<file path="config.mk">
export PLATFORM = sky130hd
export DESIGN_NAME = seg_scan_drv_flat
export DESIGN_NICKNAME = d
export VERILOG_FILES = /design/src/rtl/seg_scan_drv_pkg.sv /design/src/rtl/seg_scan_drv_if.sv /design/src/rtl/seg_scan_drv_hex_dec.sv /design/src/rtl/seg_scan_drv.sv /design/src/flat_wrapper.sv
export SDC_FILE = /design/constraint.sdc
export NUM_CORES = 1
export LEC_CHECK = 0
export BUFFER_PORTS_ARGS = -buffer_cell sky130_fd_sc_hd__buf_4
export CAP_MARGIN = 20
export CELL_PAD_IN_SITES_DETAIL_PLACEMENT = 1
export CELL_PAD_IN_SITES_GLOBAL_PLACEMENT = 2
export CORE_ASPECT_RATIO = 0.7
export CORE_MARGIN = 2
export CORE_UTILIZATION = 36
export CTS_BUF_LIST = sky130_fd_sc_hd__clkbuf_4 sky130_fd_sc_hd__clkbuf_8
export DETAILED_ROUTE_END_ITERATION = 8
export PLACE_DENSITY_LB_ADDON = 0.15
export SLEW_MARGIN = 20
export SYNTH_ARGS = -nofsm -noshare
export SYNTH_HDL_FRONTEND = slang
export SYNTH_SLANG_ARGS = --single-unit
</file>
<file path="constraint.sdc">
create_clock -name clk -period 3.95 [get_ports clk]
set_input_delay 0.1975 -clock clk [delete_from_list [all_inputs] [get_ports clk]]
set_output_delay 0.1975 -clock clk [all_outputs]
set_load 0.1 [all_outputs]
</file>
<file path="src/rtl/seg_scan_drv_pkg.sv">
// Shared types and constants for the multiplexed seven-segment scan driver.
package seg_scan_drv_pkg;

    typedef enum logic [1:0] {
        ST_OFF = 2'd0,
        ST_ON  = 2'd1,
        ST_GAP = 2'd2
    } scan_state_e;

    // Active-high segment patterns, bit 0 = a ... bit 6 = g.
    localparam logic [6:0] HEX_SEG [16] = '{
        7'h3F, 7'h06, 7'h5B, 7'h4F, 7'h66, 7'h6D, 7'h7D, 7'h07,
        7'h7F, 7'h6F, 7'h77, 7'h7C, 7'h39, 7'h5E, 7'h79, 7'h71
    };

    localparam logic [6:0] SEG_ALL_OFF_N = 7'h7F;

endpackage

</file>
<file path="src/rtl/seg_scan_drv_if.sv">
// Frame handshake between the producer (ALU result path) and the scan driver.
interface seg_scan_drv_if #(parameter int DIGITS = 8);

    logic                  in_valid;
    logic                  in_ready;
    logic [4*DIGITS-1:0]   in_data;
    logic [DIGITS-1:0]     in_dp;
    logic [DIGITS-1:0]     in_blank;

    modport master (output in_valid, output in_data, output in_dp, output in_blank, input in_ready);
    modport slave  (input in_valid, input in_data, input in_dp, input in_blank, output in_ready);

endinterface

</file>
<file path="src/rtl/seg_scan_drv_hex_dec.sv">
// Combinational hex nibble to active-high seven-segment decoder.
module seg_hex_dec
    import seg_scan_drv_pkg::*;
(
    input  logic [3:0] nib_i,
    output logic [6:0] seg_o
);

    // Table lookup of the segment pattern.
    always_comb begin
        seg_o = HEX_SEG[nib_i];
    end

endmodule

</file>
<file path="src/rtl/seg_scan_drv.sv">
// Multiplexed hex display driver: one-entry frame buffer, OFF/ON/GAP scan FSM,
// registered active-low segment, decimal-point and anode outputs.
module seg_scan_drv
    import seg_scan_drv_pkg::*;
#(
    parameter int DIGITS   = 8,
    parameter int SCAN_DIV = 1000,
    parameter int GAP      = 4
) (
    input  logic               clk,
    input  logic               rst_n,
    seg_scan_drv_if.slave      in_if,
    output logic [6:0]         seg_n,
    output logic               dp_n,
    output logic [DIGITS-1:0]  an_n
);

    localparam int IDX_W   = $clog2(DIGITS);
    localparam int CNT_MAX = (SCAN_DIV > GAP) ? SCAN_DIV : GAP;
    localparam int CNT_W   = $clog2(CNT_MAX) + 1;

    scan_state_e          state_q, state_d;
    logic [IDX_W-1:0]     idx_q, idx_d;
    logic [CNT_W-1:0]     cnt_q, cnt_d;
    logic                 pend_valid_q, pend_valid_d;
    logic [4*DIGITS-1:0]  pend_data_q, pend_data_d, disp_data_q, disp_data_d;
    logic [DIGITS-1:0]    pend_dp_q, pend_dp_d, disp_dp_q, disp_dp_d;
    logic [DIGITS-1:0]    pend_blank_q, pend_blank_d, disp_blank_q, disp_blank_d;
    logic                 in_ready_q, in_ready_d;
    logic [6:0]           seg_n_q, seg_n_d;
    logic                 dp_n_q, dp_n_d;
    logic [DIGITS-1:0]    an_n_q, an_n_d;
    logic                 xfer_s;
    logic [3:0]           nib_s;
    logic [6:0]           hex_seg_s;

    assign xfer_s         = in_if.in_valid && in_ready_q;
    assign in_if.in_ready = in_ready_q;
    assign seg_n          = seg_n_q;
    assign dp_n           = dp_n_q;
    assign an_n           = an_n_q;

    seg_hex_dec u_hex_dec (
        .nib_i (nib_s),
        .seg_o (hex_seg_s)
    );

    // Next-state: frame capture, scan timing and frame-boundary copy.
    always_comb begin
        state_d      = state_q;
        idx_d        = idx_q;
        cnt_d        = cnt_q;
        pend_valid_d = pend_valid_q;
        pend_data_d  = pend_data_q;
        pend_dp_d    = pend_dp_q;
        pend_blank_d = pend_blank_q;
        disp_data_d  = disp_data_q;
        disp_dp_d    = disp_dp_q;
        disp_blank_d = disp_blank_q;

        // A transfer only happens with pending empty, a copy only with it full.
        if (xfer_s) begin
            pend_valid_d = 1'b1;
            pend_data_d  = in_if.in_data;
            pend_dp_d    = in_if.in_dp;
            pend_blank_d = in_if.in_blank;
        end else begin
            pend_valid_d = pend_valid_q;
        end

        case (state_q)
            ST_OFF: begin
                if (pend_valid_q) begin
                    disp_data_d  = pend_data_q;
                    disp_dp_d    = pend_dp_q;
                    disp_blank_d = pend_blank_q;
                    pend_valid_d = 1'b0;
                    idx_d        = '0;
                    cnt_d        = '0;
                    state_d      = ST_ON;
                end else begin
                    state_d = ST_OFF;
                end
            end
            ST_ON: begin
                if (cnt_q == CNT_W'(SCAN_DIV - 1)) begin
                    cnt_d   = '0;
                    state_d = ST_GAP;
                end else begin
                    cnt_d = cnt_q + CNT_W'(1);
                end
            end
            ST_GAP: begin
                if (cnt_q == CNT_W'(GAP - 1)) begin
                    cnt_d   = '0;
                    state_d = ST_ON;
                    if (idx_q == IDX_W'(DIGITS - 1)) begin
                        idx_d = '0;
                        if (pend_valid_q) begin
                            disp_data_d  = pend_data_q;
                            disp_dp_d    = pend_dp_q;
                            disp_blank_d = pend_blank_q;
                            pend_valid_d = 1'b0;
                        end else begin
                            pend_valid_d = pend_valid_q;
                        end
                    end else begin
                        idx_d = idx_q + IDX_W'(1);
                    end
                end else begin
                    cnt_d = cnt_q + CNT_W'(1);
                end
            end
            default: begin
                state_d = ST_OFF;
            end
        endcase
    end

    // Outputs decoded from next state so the register tracks the FSM cycle-exactly.
    always_comb begin
        in_ready_d = ~pend_valid_d;
        an_n_d     = '1;
        seg_n_d    = SEG_ALL_OFF_N;
        dp_n_d     = 1'b1;
        nib_s      = disp_data_d[{idx_d, 2'b00} +: 4];
        if (state_d == ST_ON) begin
            an_n_d[idx_d] = 1'b0;
            if (disp_blank_d[idx_d]) begin
                seg_n_d = SEG_ALL_OFF_N;
                dp_n_d  = 1'b1;
            end else begin
                seg_n_d = ~hex_seg_s;
                dp_n_d  = ~disp_dp_d[idx_d];
            end
        end else begin
            an_n_d = '1;
        end
    end

    // State, buffer and output registers.
    always_ff @(posedge clk or negedge rst_n) begin
        if (!rst_n) begin
            state_q      <= ST_OFF;
            idx_q        <= '0;
            cnt_q        <= '0;
            pend_valid_q <= 1'b0;
            pend_data_q  <= '0;
            pend_dp_q    <= '0;
            pend_blank_q <= '0;
            disp_data_q  <= '0;
            disp_dp_q    <= '0;
            disp_blank_q <= '0;
            in_ready_q   <= 1'b0;
            an_n_q       <= '1;
            seg_n_q      <= SEG_ALL_OFF_N;
            dp_n_q       <= 1'b1;
        end else begin
            state_q      <= state_d;
            idx_q        <= idx_d;
            cnt_q        <= cnt_d;
            pend_valid_q <= pend_valid_d;
            pend_data_q  <= pend_data_d;
            pend_dp_q    <= pend_dp_d;
            pend_blank_q <= pend_blank_d;
            disp_data_q  <= disp_data_d;
            disp_dp_q    <= disp_dp_d;
            disp_blank_q <= disp_blank_d;
            in_ready_q   <= in_ready_d;
            an_n_q       <= an_n_d;
            seg_n_q      <= seg_n_d;
            dp_n_q       <= dp_n_d;
        end
    end

endmodule

</file>
<file path="src/flat_wrapper.sv">
// flat-port wrapper written by rule: the top's interface ports become plain ports
module seg_scan_drv_flat import seg_scan_drv_pkg::*;
#(
    parameter int DIGITS   = 8,
    parameter int SCAN_DIV = 1000,
    parameter int GAP      = 4
)
  (clk, rst_n, seg_n, dp_n, an_n, in_if_in_valid, in_if_in_data, in_if_in_dp, in_if_in_blank, in_if_in_ready);
  seg_scan_drv_if #(.DIGITS(DIGITS)) in_if_i ();
  input  logic clk;
  input  logic rst_n;
  output logic [6:0] seg_n;
  output logic dp_n;
  output logic [DIGITS-1:0] an_n;
  input wire logic [$bits(in_if_i.in_valid)-1:0] in_if_in_valid;
  input wire logic [$bits(in_if_i.in_data)-1:0] in_if_in_data;
  input wire logic [$bits(in_if_i.in_dp)-1:0] in_if_in_dp;
  input wire logic [$bits(in_if_i.in_blank)-1:0] in_if_in_blank;
  output wire logic [$bits(in_if_i.in_ready)-1:0] in_if_in_ready;
  assign in_if_i.in_valid = in_if_in_valid;
  assign in_if_i.in_data = in_if_in_data;
  assign in_if_i.in_dp = in_if_in_dp;
  assign in_if_i.in_blank = in_if_in_blank;
  assign in_if_in_ready = in_if_i.in_ready;
  seg_scan_drv #(.DIGITS(DIGITS), .SCAN_DIV(SCAN_DIV), .GAP(GAP)) u_core (.clk(clk), .rst_n(rst_n), .in_if(in_if_i), .seg_n(seg_n), .dp_n(dp_n), .an_n(an_n));
endmodule
</file>
### Yosys cells after proc, flatten, opt, wreduce, memory -nomap -nowiden

Memory sizes are Yosys's and may differ from the RTL's.
Cells that the tools add are included.

| cells by class | value |
|---|---|
| add/subtract/negate cells | 2 |
| $lt $le $gt $ge | 3 |
| equal/unequal tests | 7 |
| shift-type cells | 1 |
| mux-type cells | 42 |
| bitwise gates (word level) | 5 |
| reduce and logical (&&, ||, !) cells | 5 |

Operators with widths:

| cell | count |
|---|---|
| $mux W32 | 3 |
| $pmux W32 S2 | 1 |
| $mux W8 | 7 |
| $mux W11 | 3 |
| $pmux W11 S3 | 1 |
| $pmux W8 S2 | 2 |
| $shiftx A32 B6 Y4 | 1 |
| $mux W7 | 4 |
| $add A11 B1 Y11 const B | 1 |
| $eq A11 B10 Y1 const B | 1 |
| $eq A11 B2 Y1 const B | 1 |
| $mux W1 | 10 |
| $mux W3 | 3 |
| $not A8 Y8 | 1 |
| $not A7 Y7 | 1 |
| $bmux W1 S3 | 2 |
| $pmux W2 S3 | 1 |
| $pmux W3 S2 | 1 |
| $ge A5 B5 Y1 const B | 1 |
| $not A4 Y5 | 1 |
| $eq A2 B1 Y1 const B | 2 |
| $lt A3 B4 Y1 const B | 1 |
| $mux W2 | 2 |
| $add A3 B1 Y3 const B | 1 |
| 11 further kinds | 13 |

| word-level totals | value |
|---|---|
| flip-flop bits (word level) | 130 |
| bits in read-only memories | 112 |
| input bits | 51 |
| output and inout bits | 17 |
| logic and storage cells | 80 |
| memories kept | 1 |

Memory list:

| memory | words | width | rd ports | clocked after Yosys merged registers in | write ports | line | RTL |
|---|---|---|---|---|---|---|---|
| (no name shown) | 16 | 7 | 1 | 0 | 0 | seg_scan_drv_hex_dec.sv:11 | `seg_o = HEX_SEG[nib_i];` |

### Depth between registers and ports, before layout

Gate-level depths: netlist (run 1).

| logic depth | value |
|---|---|
| depth after elaboration | 12 |
| gate-level depth with buffers | 20 |
| mapped depth without buffers | 16 |

### By module

From an unflattened synthesis (run 1), not the netlist that was laid out.

| unflattened totals | value |
|---|---|
| cells, all modules | 587 |
| area, all modules | 6431.2 µm² |

Modules (own cells, without submodules):

| module | instances | cells an instance | area an instance (µm²) | sequential area each (µm²) |
|---|---|---|---|---|
| seg_scan_drv | 1 | 554 | 6140.9 | 3273.1 |
| seg_hex_dec | 1 | 33 | 290.3 | 0.0 |

### Least setup slack after synthesis (run 1)

OpenSTA, ideal clock, no wires.

| timing path | value |
|---|---|
| path kind | register to register |
| start point | register u_core.cnt_q[0] |
| end point | register u_core.seg_n_q[0], in the netlist u_core.seg_n[0] |
| setup time | 88 ps |
| arrival time | 3915 ps |
| path slack | -53 ps |
| cell stages (with the launch flop) | 17 |
| period minus slack after synthesis | 4003 ps |
| cell sequence | dfrtp_1 -> ha_1 -> or4b_4 -> or4_4 -> clkbuf_1 -> nand2_1 -> buf_2 -> buf_2 -> a21oi_1 -> nor2_1 -> a222oi_1 -> o2111ai_1 -> inv_1 -> ha_1 -> or4_1 -> o31ai_1 -> o21ai_1 |

| between the ends | value |
|---|---|
| cells in the longest elaborated chain, start to end | 11 |
| elaborated cells on any way between the ends | 22 |

RTL lines:

| what | line | RTL |
|---|---|---|
| from (decl) | seg_scan_drv.sv:24 | `logic [CNT_W-1:0] cnt_q, cnt_d;` |
| from (signal assigned) | seg_scan_drv.sv:161 | `cnt_q <= cnt_d;` |
| $eq A11 B2 Y1 | seg_scan_drv.sv:94 | `if (cnt_q == CNT_W'(GAP - 1)) begin` |
| $mux W32 | seg_scan_drv.sv:94 |  |
| $pmux W32 S2 | seg_scan_drv.sv:71 | `case (state_q)` |
| via u_core.disp_data_d[5] | seg_scan_drv.sv:26 | `logic [4*DIGITS-1:0] pend_data_q, pend_data_d, disp_data_q, disp_data_d;` |
| $shiftx A32 B6 Y4 | seg_scan_drv.sv:126 | `nib_s = disp_data_d[{idx_d, 2'b00} +: 4];` |
| $not A4 Y5 (implied by the code) | seg_scan_drv_hex_dec.sv:11 |  |
| $mem_v2 Z16 W7 | -- |  |
| $mux W7 (implied by the code) (2 in a row) | seg_scan_drv_hex_dec.sv:11 |  |
| $not A7 Y7 | seg_scan_drv.sv:133 | `seg_n_d = ~hex_seg_s;` |
| $mux W7 | seg_scan_drv.sv:129 | `if (disp_blank_d[idx_d]) begin` |
| $mux W7 | seg_scan_drv.sv:127 | `if (state_d == ST_ON) begin` |
| via u_core.seg_n_d[0] | seg_scan_drv.sv:30 | `logic [6:0] seg_n_q, seg_n_d;` |
| to (signal assigned) | seg_scan_drv.sv:171 | `seg_n_q <= seg_n_d;` |
| to (decl) | seg_scan_drv.sv:30 |  |

The timed path passes the listed nets, and every way through them passes these cells. The select of a mux whose other input is x is not followed.
A chain may end at the register's enable or synchronous reset.

### Worst setup path in the final report (run 1)

| timing path | value |
|---|---|
| start point | register u_core.cnt_q[0] |
| end point | register u_core.seg_n_q[3], in the netlist u_core.seg_n[3] |

The elaborated chain is that of the path after synthesis.

==> results of run 1 <==
worst max-delay path, delay by kind of cell, from the launching register on:
family	cells	cell delay, ns
AND/OR/NAND/NOR	4	1.33
adder cells (fa/ha/maj)	2	0.44
multiplexers	1	0.46
flip-flops	1	0.42
buffers and inverters	2	0.20
AO/OA/AOI/OAI	3	0.81
how the worst max path moves through the flow:
stage | from | to | depth (start not counted)
6_report | u_core.cnt_q[0]$_DFFE_PN0P_ | u_core.seg_n[3]$_DFF_PN1_ | 12
4_1_cts | u_core.cnt_q[0]$_DFFE_PN0P_ | u_core.seg_n[0]$_DFF_PN1_ | 13
5_1_grt | u_core.cnt_q[0]$_DFFE_PN0P_ | u_core.seg_n[0]$_DFF_PN1_ | 13
3_3_place_gp | u_core.cnt_q[2]$_DFFE_PN0P_ | u_core.seg_n[0]$_DFF_PN1_ | 12
3_5_place_dp | u_core.cnt_q[0]$_DFFE_PN0P_ | u_core.seg_n[0]$_DFF_PN1_ | 13
2_1_floorplan | u_core.cnt_q[2]$_DFFE_PN0P_ | u_core.seg_n[3]$_DFF_PN1_ | 14
power by group through the flow:
| stage | registers, uW | clock network [uW] | logic (uW) |
|---|---|---|---|
| global placement | 2240 | 0 | 2210 |
| floorplan | 2390 | 0 | 1470 |
| global route | 2300 | 1200 | 2610 |
| finish | 2230 | 1110 | 2350 |
| CTS | 2240 | 1150 | 2360 |
| detailed placement | 2250 | 0 | 2300 |
state kept, by name, indices dropped and copies added, names as in the netlist:
register and cells:
u_core.pend_blank_q 8, u_core.an_n 8, u_core.disp_dp_q 8, u_core.idx_q 3, u_core.state_q 2, u_core.dp_n 1, u_core.pend_valid_q 1, u_core.cnt_q 11
u_core.seg_n 7, u_core.pend_data_q 32, u_core.disp_data_q 32, u_core.pend_dp_q 8, u_core.in_if.in_ready 1, u_core.disp_blank_q 8
routing by layer:
metal	vias up	global-route usage [%]	wire [um]
li1	2181	-	-
met5	-	0	0
met3	16	3.854	554
met4	0	6.787	181
met1	2374	27.20	7922
met2	73	31.80	7700
metrics by stage:
step | cells | util [%] | hold WS, ns | total power, uW | instance area (um^2)
6_report | 902 | 47.72 | 0.3767 | 5695 | 7777
5_1_grt | 902 | 47.72 | 0.4631 | 6106 | 7777
4_1_cts | 901 | 47.60 | 0.4249 | 5744 | 7757
3_5_place_dp | 820 | 42.25 | 0.3710 | 4554 | 6885
3_3_place_gp | 820 | 42.25 | 0.3689 | 4453 | 6885
2_1_floorplan | 523 | - | -0.09809 | 3866 | 5987
cell families after synthesis:
| group | Yosys count | synth area share, % |
|---|---|---|
| xor gates and xnor gates | 7 | 1.026 |
| adders and majority gates | 15 | 3.141 |
| DFF | 130 | 54.77 |
| buffers and inverters | 55 | 3.936 |
| AOI/OAI and AO/OA | 143 | 17.53 |
| muxes | 52 | 9.841 |
| and+or+nand+nor | 121 | 9.757 |
what timing repair did:
| action | in CTS | in global routing |
|---|---|---|
| gates resized for setup | 0 | 4 |
| hold buffers | 49 | 0 |
| endpoints found under the hold margin | 162 | 0 |
| endpoints found under the setup margin | 0 | 5 |
placed cells by master (no fill, tap or decap), drive strengths merged, types with 5 or more instances in the layout:
| cell type | Yosys | final |
|---|---|---|
| buf | 10 | 97 |
| a22o | 15 | 15 |
| inv | 30 | 31 |
| mux2i | 7 | 7 |
| clkinv | 0 | 6 |
| dfstp | 16 | 16 |
| nand2 | 35 | 35 |
| o221a | 6 | 6 |
| xor2 | 6 | 6 |
| o22a | 14 | 14 |
| dfrtp | 114 | 114 |
| o22ai | 7 | 7 |
| or4 | 5 | 5 |
| o21ai | 25 | 25 |
| a21boi | 12 | 12 |
| clkbuf | 15 | 18 |
| and3 | 6 | 6 |
| nand3 | 11 | 11 |
| o221ai | 5 | 5 |
| ha | 15 | 15 |
| a21oi | 28 | 28 |
| clkinvlp | 0 | 5 |
| dlygate4sd3 | 0 | 49 |
| nor2 | 43 | 43 |
| mux2 | 44 | 44 |
cell type report:
type / count / area, um^2
clock buffers: 18 / 241.5
fillers: 1750 / 8521
flip-flops and latches: 130 / 3273
multi-input cells: 339 / 2497
inverters: 30 / 112.6
well taps: 225 / 281.5
clock inverters: 14 / 140.1
repair buffers: 146 / 1231
==> results.md, run 1 <==
- Outcome: finished clean
- CTS tree: done
- Worst slew pin tran: 0.7221 ns
- Boundary pin count: 68
- DRC Markers: 0
- Via density: 5.149
- HP Class: input port to async pin
- Sequential area share after synthesis: 54.77%
- Post-Synthesis Cells: 523
- PortBufs: 67
- Clock Path Buffers: 2
- Synth Register Bits: 130
- CP Class: flop to flop
- Synth top area share: 47.74%
- Gr usage total: 19.90%
- Pwr dens: 732.3 nW/um^2
- Setup slack after layout: 0.2281 ns
- Worst Skew: 0.008793 ns
- Seq pwr share: 39.2%
- Drt wl/cell: 18.14 um
- Cell with the most instances after synthesis: dfrtp_1
- P_leak: 0.003445 uW
- Sw Pwr: 2245 uW
- CTS Sinks: 130
- N_diodes: 0
- Initial antenna violation count: 0
- Number of nets in the layout: 730
- H-tree levels: 4
- # setup viols final: 0
- Routed WL: 16.36 mm
- Antenna Nets Post-Route: 0
- Worst reg2reg path depth: 12
- Routed via count: 4644
- Max VDD drop: 0.3133 mV
- Crit path time final: 3.722 ns
- Clock Latency Late Sink: 0.45 ns
- Vias in the first global route: 5133
- Number of DRC markers in iteration 0: 225
- Hpwl dp: 10.88 mm
- Clock root buffer: clkbuf_8
- Unrepaired setup endpoints after global routing: false
- Cell Int Power: 3451 uW
- Max incr delay on CP: 0.50 ns
- Max Cap Violations: 0
- Fin crit share: 94.22%
- Clock share of power: 19.5%
- Setup TNS Final: 0 ns
- RD Place Congestion: 0.7872
- Fmax: 268.7 MHz
- Startpoint Class: flop
- Total congestion overflow: 0
- CP Cell Sequence: ha_2 > or4b_4 > or4_4 > and2_4 > a22o_1 > a222oi_1 > o2111ai_2 > inv_2 > ha_1 > inv_1 > mux4_2 > nand2_1
- Die H: 111.8 um
- Setup Buffers After CTS: 0
- Combinational power share: 41.3%
- Reg2reg start: u_core.cnt_q[0]$_DFFE_PN0P_
- Final Hold Vio Count: 0
- Synth cell count leaders: dfrtp_1, mux2_2, nor2_1, nand2_1, inv_1
- Row Count: 39
- Initial core utilization: 36.67%
- Die X: 158.0 um
- Synthesized cell area: 5976 um^2
- Worst Path Max Fanout: 18
- Req. time, crit path: 4.35 ns
- Syn Nets: 589
- Detailed-router iteration count before antenna repair: 6
- Crit end category: flop
- CP Data Arrival Time: 4.12 ns
- Clock slew at reported path FFs: 0.08 ns
- Final max-slew violation count: 0
- R2R Setup Slk: 0.23 ns
- Ys flop type: dfrtp_1
- Max transition margin: 51.86%
- First-pass GRT wire length: 26.96 mm
- Die area: 17660 um^2
- Layout area overhead: 30.15%
- Synth unique cells: 62
- Synth Warn #: 0
- Largest net degree at the start of global routing: 131
- Synth top area cells: dfrtp_1, mux2_2, dfstp_2, ha_1, nor2_1
- Post-synth EDFFs: 0
- Sw Share: 39.41%
- Layout cells sized above 1: 31.76%
- Avg Inst Size Synth: 11.43 um^2
- CTS buffer count: 17
- Reg-to-Reg End: u_core.seg_n[3]$_DFF_PN1_
- Slowest CP cell: or4b_4
- Area of the core: 16300 um^2
- Largest area contributor in the netlist: dfrtp_1
- Synth async-reset ratio: 100.0%
- Dpl ws: 0.09414 ns
Note: power is estimated with default switching activity, not from simulation.
==> inputs of run 2 (changes only) <==
--- a/config.mk
+++ b/config.mk
@@ -5,15 +5,16 @@
 export SDC_FILE = /design/constraint.sdc
 export NUM_CORES = 1
 export LEC_CHECK = 0
-export BUFFER_PORTS_ARGS = -buffer_cell sky130_fd_sc_hd__buf_4
 export CAP_MARGIN = 20
 export CELL_PAD_IN_SITES_DETAIL_PLACEMENT = 1
 export CELL_PAD_IN_SITES_GLOBAL_PLACEMENT = 2
 export CORE_ASPECT_RATIO = 0.7
 export CORE_MARGIN = 2
-export CORE_UTILIZATION = 36
+export CORE_UTILIZATION = 40
 export CTS_BUF_LIST = sky130_fd_sc_hd__clkbuf_4 sky130_fd_sc_hd__clkbuf_8
+export CTS_CLUSTER_SIZE = 24
 export DETAILED_ROUTE_END_ITERATION = 8
+export DONT_BUFFER_PORTS = 1
 export PLACE_DENSITY_LB_ADDON = 0.15
 export SLEW_MARGIN = 20
 export SYNTH_ARGS = -nofsm -noshare
==> results.md, run 2 (synthesized netlist as in run 1, its figures left out) <==
- Slowest CP cell: or4_1
- Final std cells w/o fill: 803 (-11%)
- CTS buffer count: 17 (unchanged)
- Setup TNS Final: 0 ns (unchanged)
- Reg area: 3274 um^2 (about the same)
- PortBufs: 0 (-100%)
- CP Data Arrival Time: 4.10 ns (-0.02 ns)
- Clock Latency Late Sink: 0.44 ns (about the same)
- Most common cell after layout, fill and taps aside: dfrtp_1
- Hpwl dp: 10.18 mm (-6.4%)
- Fin crit share: 94.87% (+0.64 points)
- Antenna Nets Post-Route: 0 (unchanged)
- Gr usage total: 20.78% (+0.89 points)
- Met2 Use GR: 32.29% (+0.49 points)
- Layout cells sized above 1: 24.34% (-7.4 points)
- Max incr delay on CP: 0.54 ns (+0.04 ns)
- Max transition margin: 54.97% (+3.1 points)
- Area of the multi-input gates: 2507 um^2 (+0.40%)
- Initial antenna violation count: 0 (unchanged)
- Via density: 5.415 (+5.2%)
- Fmax: 266.9 MHz (-0.68%)
- Initial core utilization: 40.85% (+4.2 points)
- Most frequent cells in the layout: dfrtp_1, dlygate4sd3_1, mux2_2
- Family with the most delay on the worst path: simple AND/OR/NAND/NOR gates
- Row Count: 37 (-5.1%)
- Final max-slew violation count: 0 (unchanged)
- Number of nets in the layout: 661 (-9.5%)
- Max Cap Violations: 0 (unchanged)
- First-pass GRT wire length: 25.33 mm (-6.0%)
- Startpoint Class: flop
- CTS Sinks: 130 (unchanged)
- CP Cell Sequence: ha_2 > or4b_4 > or4_4 > nand2_1 > buf_4 > a21oi_1 > nor2_2 > a222oi_1 > o2111ai_2 > inv_2 > ha_1 > or4_1 > o31ai_1 > o21ai_1
- Total power: 5808 uW (+2.0%)
- # setup viols final: 0 (unchanged)
- Largest net degree at the start of global routing: 131 (unchanged)
- Fillers: 1573 (-10%)
- Boundary pin count: 68 (unchanged)
- Buf+Inv Stages, Crit Path: 2 (unchanged)
- Largest regs: u_core.disp_data_q: 32 flops, u_core.pend_data_q: 32 flops, u_core.cnt_q: 11 flops
- Die area: 15950 um^2 (-9.7%)
- Met3 Use GR: 4.421% (+0.57 points)
- Crit end category: flop
- Layout area overhead: 22.17%
- DRC Markers: 0 (unchanged)
- Die X: 150.1 um (-5.0%)
- Outcome: finished clean
- Clock root buffer: clkbuf_8
- CTS tree: done
- Placed insts: 719 (-12%)
- Clock Path Buffers: 2 (unchanged)
- Area of the core: 14630 um^2 (-10%)
- Max VDD drop: 0.3509 mV (+12%)
- Vias in the first global route: 4794 (-6.6%)
- Crit path time final: 3.747 ns (+0.02541 ns)
- Drt wl/cell: 19.47 um (+7.3%)
- Routed via count: 4348 (-6.4%)
- P_leak: 0.003148 uW (-8.6%)
- Unrepaired setup endpoints after global routing: false
- Worst Skew: 0.01548 ns (+0.006689 ns)
- Worst slew pin tran: 0.6754 ns (-0.04674 ns)
- Routed WL: 15.63 mm (-4.4%)
- CP Class: flop to flop
- RD Place Congestion: 0.8456 (+7.4%)
- Req. time, crit path: 4.30 ns (-0.05 ns)
- N_diodes: 0 (unchanged)
- Die H: 106.3 um (-5.0%)
- Worst hold slack: 0.3555 ns (-0.02116 ns)
- Final Hold Vio Count: 0 (unchanged)
- Total congestion overflow: 0 (unchanged)
- Number of DRC markers in iteration 0: 202 (-10%)
- Top Usage Layer GRT: met2
- HP Class: input port to flop
- H-tree levels: 4 (unchanged)
- Clock slew at reported path FFs: 0.09 ns (about the same)
- Worst Path Max Fanout: 15 (-3)
- Met1 usage: 29.82% (+2.6 points)
- Pwr dens: 795.5 nW/um^2 (+8.6%)
- Detailed-router iteration count before antenna repair: 4 (-2)
run 2: layout make-up:
| type | instances | share of cell area (%) |
|---|---|---|
| sequential | 130 | 44.85 |
| multi-input combinational | 340 | 34.34 |
| timing repair buffer | 76 | 9.769 |
| clock buffer | 18 | 3.393 |
| tap | 195 | 3.342 |
| clock inverter | 14 | 2.759 |
| inverter | 30 | 1.542 |
run 2: metrics by stage:
stage               instance area (um^2)  util, %  worst slack (ns)
detailed placement                  6302    43.08            0.1505
global placement                    6302    43.08            0.2676
floorplan                           5987        -           0.06291
global route                        7301    49.91          0.002970
CTS                                 7269    49.69           0.09347
finish                              7301    49.91            0.2027
run 2: worst paths after layout:
| check | start | to | slack, ns | cells after the start |
|---|---|---|---|---|
| setup / recovery | u_core.cnt_q[0]$_DFFE_PN0P_ | u_core.seg_n[0]$_DFF_PN1_ | 0.20 | 14 |
| hold / removal | in_if_in_valid | u_core.pend_data_q[6]$_DFFE_PN0P_ | 0.36 | 3 |
| setup reg to reg | u_core.cnt_q[0]$_DFFE_PN0P_ | u_core.seg_n[0]$_DFF_PN1_ | 0.20 | 14 |
| hold reg to reg | u_core.disp_data_q[24]$_DFF_PN0_ | u_core.disp_data_q[24]$_DFF_PN0_ | 0.49 | 2 |
| max in group asynchronous | rst_n | u_core.disp_data_q[0]$_DFF_PN0_ | 3.08 | 2 |
| min in group asynchronous | rst_n | u_core.cnt_q[1]$_DFFE_PN0P_ | 0.39 | 2 |
run 2: power by group:
part | total (uW) | internal [uW] | switching, uW
logic | 2060 | 904 | 1150
registers | 2470 | 1920 | 552
clock network | 1280 | 713 | 567
run 2: repair_timing:
action,4_1_cts,5_1_grt
gates resized for setup,0,6
setup endpoints to repair,0,6
buffers inserted,0,0
hold buffers,50,0
hold endpoints to repair,178,0
run 2: metal layers:
metal | up-vias | wire [um]
met5 | - | 0
li1 | 2038 | -
met2 | 79 | 7205
met1 | 2223 | 7631
met4 | 0 | 79
met3 | 8 | 714
run 2: worst min-delay path, delay by kind of cell:
| family | cells | cell delay (ns) |
|---|---|---|
| simple gates | 2 | 0.47 |
| compound gates | 1 | 0.06 |
